**src/rtl/types_pkg.sv**
```systemverilog
// Shared types for the experiment-phase front end: channel indices, the clean
// input bundle handed to the scenario FSM, and the per-channel conditioner state.
package types_pkg;

    localparam int NUM_IN_CH    = 5;
    localparam int CH_START     = 0;
    localparam int CH_FG        = 1;
    localparam int CH_PHASE     = 2;
    localparam int CH_WIRE      = 3;
    localparam int CH_DET_READY = 4;

    // Field order puts start_signal in bit 0 so the packed value lines up with raw_in.
    typedef struct packed {
        logic detector_ready;
        logic wire_signal;
        logic phase_signal;
        logic fg_signal;
        logic start_signal;
    } input_signals_t;

    typedef enum logic [1:0] {
        STABLE  = 2'd0,
        QUALIFY = 2'd1,
        HOLDOFF = 2'd2
    } cond_state_t;

endpackage

```
**src/rtl/input_filter_channel.sv**
```systemverilog
// One conditioned input: synchroniser, glitch filter, hold-off, edge strobes, counter, glitch flag.
// Latency SYNC_STAGES + FILTER_LEN cycles from pin to level; no backpressure, runs every cycle.
module input_filter_channel
    import types_pkg::*;
#(
    parameter int SYNC_STAGES = 2,
    parameter int FILTER_LEN  = 8,
    parameter int HOLDOFF_LEN = 200,
    parameter int CNT_W       = 16
) (
    input  logic             clock_i,
    input  logic             reset_i,
    input  logic             raw_i,
    input  logic             count_clear_i,
    output logic             level_o,
    output logic             rise_o,
    output logic             fall_o,
    output logic [CNT_W-1:0] count_o,
    output logic             glitch_o
);

    localparam int QW = (FILTER_LEN > 1) ? $clog2(FILTER_LEN) : 1;
    localparam int HW = (HOLDOFF_LEN > 1) ? $clog2(HOLDOFF_LEN) : 1;
    localparam logic [QW-1:0] QUAL_LAST = QW'(FILTER_LEN - 1);
    localparam logic [HW-1:0] HOLD_LAST = HW'((HOLDOFF_LEN > 0) ? HOLDOFF_LEN - 1 : 0);

    logic [SYNC_STAGES-1:0] sync_q, sync_d;
    cond_state_t            state_q, state_d;
    logic [QW-1:0]          qual_q, qual_d;
    logic [HW-1:0]          hold_q, hold_d;
    logic                   level_q, level_d;
    logic                   rise_q, rise_d;
    logic                   fall_q, fall_d;
    logic [CNT_W-1:0]       count_q, count_d;
    logic                   glitch_q, glitch_d;
    logic                   sample;
    logic                   accept;
    logic                   abort;

    assign sync_d = {sync_q[SYNC_STAGES-2:0], raw_i};
    assign sample = sync_q[SYNC_STAGES-1];

    always_comb begin
        state_d = state_q;
        qual_d  = qual_q;
        hold_d  = hold_q;
        level_d = level_q;
        accept  = 1'b0;
        abort   = 1'b0;
        case (state_q)
            STABLE: begin
                if (sample != level_q) begin
                    if (FILTER_LEN == 1) begin
                        accept = 1'b1;
                    end else begin
                        state_d = QUALIFY;
                        qual_d  = QW'(1);
                    end
                end
            end
            QUALIFY: begin
                if (sample == level_q) begin
                    abort   = 1'b1;
                    state_d = STABLE;
                    qual_d  = '0;
                end else if (qual_q == QUAL_LAST) begin
                    accept = 1'b1;
                end else begin
                    qual_d = qual_q + 1'b1;
                end
            end
            HOLDOFF: begin
                // Sample is deliberately ignored here; a lingering mismatch requalifies from STABLE.
                if (hold_q == HOLD_LAST) begin
                    state_d = STABLE;
                    hold_d  = '0;
                end else begin
                    hold_d = hold_q + 1'b1;
                end
            end
            default: begin
                state_d = STABLE;
            end
        endcase
        if (accept) begin
            level_d = ~level_q;
            qual_d  = '0;
            hold_d  = '0;
            state_d = (HOLDOFF_LEN == 0) ? STABLE : HOLDOFF;
        end
    end

    assign rise_d = accept & ~level_q;
    assign fall_d = accept &  level_q;

    // A clear that lands on a visible rising strobe still records that edge.
    always_comb begin
        count_d = count_q;
        if (count_clear_i) begin
            count_d = {{(CNT_W-1){1'b0}}, rise_q};
        end else if (rise_q && (count_q != {CNT_W{1'b1}})) begin
            count_d = count_q + 1'b1;
        end
    end

    assign glitch_d = abort | (glitch_q & ~count_clear_i);

    always_ff @(posedge clock_i) begin
        if (reset_i) begin
            sync_q   <= '0;
            state_q  <= STABLE;
            qual_q   <= '0;
            hold_q   <= '0;
            level_q  <= 1'b0;
            rise_q   <= 1'b0;
            fall_q   <= 1'b0;
            count_q  <= '0;
            glitch_q <= 1'b0;
        end else begin
            sync_q   <= sync_d;
            state_q  <= state_d;
            qual_q   <= qual_d;
            hold_q   <= hold_d;
            level_q  <= level_d;
            rise_q   <= rise_d;
            fall_q   <= fall_d;
            count_q  <= count_d;
            glitch_q <= glitch_d;
        end
    end

    assign level_o  = level_q;
    assign rise_o   = rise_q;
    assign fall_o   = fall_q;
    assign count_o  = count_q;
    assign glitch_o = glitch_q;

endmodule

```
**src/rtl/input_conditioner.sv**
```systemverilog
// Conditions the five raw experiment pins into a clean input_signals_t bundle plus status.
// Latency SYNC_STAGES + FILTER_LEN cycles pin-to-level; no backpressure, channels independent.
module input_conditioner
    import types_pkg::*;
#(
    parameter int                   SYNC_STAGES = 2,
    parameter int                   FILTER_LEN  = 8,
    parameter int                   HOLDOFF_LEN = 200,
    parameter logic [NUM_IN_CH-1:0] INVERT_MASK = 5'b00000,
    parameter int                   CNT_W       = 16
) (
    input  logic                         clock,
    input  logic                         reset_signal,
    input  logic [NUM_IN_CH-1:0]         raw_in,
    input  logic                         count_clear,
    output input_signals_t               out,
    output logic [NUM_IN_CH-1:0]         rise_pulse,
    output logic [NUM_IN_CH-1:0]         fall_pulse,
    output logic [NUM_IN_CH*CNT_W-1:0]   edge_count,
    output logic [NUM_IN_CH-1:0]         glitch_seen
);

    logic [NUM_IN_CH-1:0] raw_pol;
    logic [NUM_IN_CH-1:0] level;

    // Polarity is normalised ahead of the synchroniser so every channel filters active-high.
    assign raw_pol = raw_in ^ INVERT_MASK;

    for (genvar ch = 0; ch < NUM_IN_CH; ch++) begin : g_ch
        input_filter_channel #(
            .SYNC_STAGES (SYNC_STAGES),
            .FILTER_LEN  (FILTER_LEN),
            .HOLDOFF_LEN (HOLDOFF_LEN),
            .CNT_W       (CNT_W)
        ) u_chan (
            .clock_i       (clock),
            .reset_i       (reset_signal),
            .raw_i         (raw_pol[ch]),
            .count_clear_i (count_clear),
            .level_o       (level[ch]),
            .rise_o        (rise_pulse[ch]),
            .fall_o        (fall_pulse[ch]),
            .count_o       (edge_count[ch*CNT_W +: CNT_W]),
            .glitch_o      (glitch_seen[ch])
        );
    end

    always_comb begin
        out                = '0;
        out.start_signal   = level[CH_START];
        out.fg_signal      = level[CH_FG];
        out.phase_signal   = level[CH_PHASE];
        out.wire_signal    = level[CH_WIRE];
        out.detector_ready = level[CH_DET_READY];
    end

endmodule

```
**config.mk**
```make
export PLATFORM = sky130hd
export DESIGN_NAME = input_conditioner
export DESIGN_NICKNAME = d
export VERILOG_FILES = /design/src/rtl/types_pkg.sv /design/src/rtl/input_filter_channel.sv /design/src/rtl/input_conditioner.sv
export SDC_FILE = /design/constraint.sdc
export NUM_CORES = 1
export LEC_CHECK = 0
export BUFFER_PORTS_ARGS = -buffer_cell sky130_fd_sc_hd__buf_2
export CAP_MARGIN = 5
export CORE_AREA = 4 4 168 153
export DETAILED_ROUTE_END_ITERATION = 12
export DIE_AREA = 0 0 172 157
export GPL_TIMING_DRIVEN = 0
export PLACE_DENSITY = 0.58
export REMOVE_ABC_BUFFERS = 1
export SETUP_SLACK_MARGIN = 0.3
export SLEW_MARGIN = 10
export SYNTH_ARGS = -nofsm -noshare
export SYNTH_HDL_FRONTEND = slang
export SYNTH_SLANG_ARGS = --single-unit
```
**constraint.sdc**
```tcl
create_clock -name clock -period 3.4 [get_ports clock]
set_clock_uncertainty 0.05 [all_clocks]
set_input_delay 0 -clock clock [delete_from_list [all_inputs] [get_ports clock]]
set_output_delay 0 -clock clock [all_outputs]
set_load 0.02 [all_outputs]
```
==> impl_metrics.env <==
export IMPL_via_count=7249
export IMPL_routed_wl_um=19700
export IMPL_place_ws_ps=675
export IMPL_grt_usage_pct=14.5
export IMPL_finalMaxSlewViolations=0
export IMPL_antenna_found_initial=0
export IMPL_diodes=0
export IMPL_cts_path_max_buffers=2
export IMPL_grt_ovfl_total=0
export IMPL_wl_per_cell_um=14.5
export IMPL_peakVddDrop_mv=0.245
export IMPL_place_hpwl_um=13600
export IMPL_port_buffer_count=107
export IMPL_clkPwrFrac_pct=47.0
export IMPL_clk_latency_ps=420
export IMPL_nets=1066
export IMPL_drc_errors=0
export IMPL_synth_top_area_cell="dfxtp_1"
export IMPL_tightest_slew_ps=1100
export IMPL_final_core_util_pct=39.9
export IMPL_ff2ff_setup_slack_ps=1210
export IMPL_syn_to_final_growth_pct=15.8
export IMPL_synth_area_leaders="dfxtp_1 42%, a21oi_1 4.4%, nor2_1 3.8%"
export IMPL_fp_dieH_um=157
export IMPL_ys_warn_count=0
export IMPL_intPower_mw=3.12
export IMPL_synth_seq_area_share_pct=42.3
export IMPL_drive_above_1_share_pct=15.2
export IMPL_drt_first_pass_iters=5
export IMPL_final_hold_viol_count=0
export IMPL_worstPathArrival_ps=2470
export IMPL_maxCapViolCount=0
export IMPL_power_frac_comb_pct=2.4
export IMPL_ant_nets=0
export IMPL_powerDensity_nw_per_um2=427
export IMPL_power_total_mw=4.09
export IMPL_synth_ff_type="dfxtp_1"
export IMPL_post_route_period_util_pct=64.3
export IMPL_numCtsBuffers=17
export IMPL_cts_root_buffer_cell="clkbuf_16"
export IMPL_timing_final_ws_setup_ps=1210
export IMPL_power_share_sequential_pct=50.6
export IMPL_synthArstFlopShare_pct=0
export IMPL_hold_class="in -> reg"
export IMPL_syn_area_per_cell_um2=8.67
export IMPL_relSlewSlack_pct=26.4
export IMPL_grt_setup_unrepaired="no"
export IMPL_grt_max_degree=61
export IMPL_endpoint_kind="flop"
export IMPL_io_pins=108
export IMPL_crit_start="g_ch[1].u_chan.count_o[1]"
export IMPL_die_area_um2=27000
export IMPL_viasPerCell=5.33
export IMPL_synth_area_um2=8280
export IMPL_clkTransAtPathRegs_ps=70
export IMPL_crit_type="reg -> reg"
export IMPL_synth_edf_count=0
export IMPL_cts_tree="done"
export IMPL_setup_viol=0
export IMPL_worst_path_max_fanout=16
export IMPL_ys_types=63
export IMPL_status="finished clean"
export IMPL_required_ps=3680
export IMPL_r2r_end="g_ch[1].u_chan.count_o[9]"
export IMPL_final_min_clock_period_ps=2190
export IMPL_htree_levels=4
export IMPL_start_util_pct=34.4
export IMPL_grt_pass1_wl_um=32600
export IMPL_grt_pass1_vias=6491
export IMPL_post_cts_buffers=0
export IMPL_power_share_switching_pct=23.6
export IMPL_rows=54
export IMPL_endpoint="g_ch[1].u_chan.count_o[9]"
export IMPL_drt_iter0_drc=418
export IMPL_rr_worst_depth=5
export IMPL_dieWidth_um=172
export IMPL_rr_startpoint="g_ch[1].u_chan.count_o[1]"
export IMPL_clock_sinks=175
export IMPL_static_leakage_power_nw=3.53
export IMPL_p_switching_mw=0.967
export IMPL_synth_top_area_share_pct=42.3
export IMPL_ys_seq_elements=175
export IMPL_synthCells=955
export IMPL_critPathLaunchType="flop"
export IMPL_finalWeightedCongestion=0.795
export IMPL_coreArea_um2=24100
export IMPL_max_freq_mhz=457
-- power groups by stage --
stage / clock (mW) / combinational [mW] / sequential [mW]
final: 1.92 / 0.0998 / 2.07
after global routing: 2.07 / 0.113 / 2.07
after CTS: 1.99 / 0.103 / 2.07
after detailed placement: 0 / 0.0977 / 2.12
after global placement: 0 / 0.0950 / 2.12
after floorplan: 0 / 0.0514 / 2.12
-- Yosys cell counts (3+ instances only) --
cell,instances
a211oi_1,6
a21oi_1,73
a22oi_1,10
a311oi_1,4
a31o_2,5
a31oi_1,4
a41oi_1,5
and2_1,5
and3_1,18
and4_1,12
buf_2,6
buf_4,20
clkbuf_1,21
dfxtp_1,175
ha_1,20
inv_1,14
mux2i_1,10
nand2_1,71
nand2b_1,10
nand3_1,49
nand3b_1,6
nand4_1,45
nor2_1,83
nor2b_1,20
nor3_1,34
nor3b_1,7
nor4_1,14
nor4_2,3
nor4b_1,3
o21ai_0,44
o21bai_1,5
o311ai_0,6
o31ai_1,15
o41ai_1,8
or3_1,31
or4_1,18
xnor2_1,12
xor2_1,30
-- cells by family (layout without fill, tap and decap cells) --
kind of cell / Yosys count / in the layout / share of synthesized area [%]
fa+ha+maj: 20 / 20 / 3.02
simple gates: 444 / 444 / 29.7
buf+inv: 63 / 159 / 3.85
compound gates: 200 / 200 / 15.3
mux: 11 / 11 / 1.35
flops: 175 / 175 / 42.3
xor+xnor: 42 / 42 / 4.44
-- critical path, stage by stage (launching register included) --
cell and delay (ps):
dfxtp_1 390, ha_1 230, nand4_1 340, nor4_4 740, o21ai_0 190, a21oi_1 160
-- sequential cells by signal, indices dropped and copies added (netlist names), 10 cells and up --
name / count
g_ch.u_chan.qual_q: 15
g_ch.u_chan.state_q: 10
g_ch.u_chan.hold_q: 40
g_ch.u_chan.sync_q: 10
g_ch.u_chan.count_o: 80
-- per-stage QoR --
step	setup TNS (ps)	instances	cell area [µm²]	hold slack, ps
2_1_floorplan	0	906	8010	19.1
6_report	0	1359	9590	102
5_1_grt	0	1359	9590	118
3_5_place_dp	0	1322	8960	168
3_3_place_gp	-13010	1321	8930	164
4_1_cts	0	1359	9590	88.2
-- cell usage in the layout, fill, tap and decap left out, drive strengths merged, types with 32 or more instances in the layout --
master  Yosys  final
nor2       83     83
or3        32     32
nand4      46     46
dfxtp     175    175
nand2      71     71
a21oi      73     73
buf        28    108
nor3       34     34
o21ai      44     44
nand3      50     50
-- layout make-up --
| type | instances | area [µm²] |
|---|---|---|
| repair buffers | 113 | 601 |
| well taps | 308 | 385 |
| inverters | 14 | 52.6 |
| multi-input cells | 717 | 4470 |
| fillers | 2469 | 14500 |
| flip-flops and latches | 175 | 3500 |
| clock buffers | 17 | 425 |
| clock inverters | 15 | 149 |
-- per-layer routing --
| layer | global-route usage (%) | share of wire [%] | wire length [µm] |
|---|---|---|---|
| met5 | 0 | 0 | 0 |
| met4 | 3.03 | 0.80 | 158 |
| met3 | 3.42 | 4.5 | 886 |
| met2 | 22.6 | 45 | 8790 |
| met1 | 20.6 | 50 | 9890 |
-- timing repair --
item | in CTS | in global routing
resized for setup | 0 | 0
hold buffers | 5 | 0
endpoints found under the hold margin | 5 | 0
-- how the worst min path moves through the flow --
stage | startpoint | end | slack (ps) | depth (start not counted)
2_1_floorplan | reset_signal | g_ch[0].u_chan.state_q[1] | 20 | 1
3_3_place_gp | raw_in[1] | g_ch[1].u_chan.sync_q[0] | 160 | 2
3_5_place_dp | raw_in[1] | g_ch[1].u_chan.sync_q[0] | 170 | 2
4_1_cts | count_clear | g_ch[2].u_chan.count_o[0] | 90 | 3
5_1_grt | count_clear | g_ch[4].u_chan.count_o[0] | 120 | 3
6_report | count_clear | g_ch[4].u_chan.count_o[0] | 100 | 3
(Power assumes the default switching activity.)
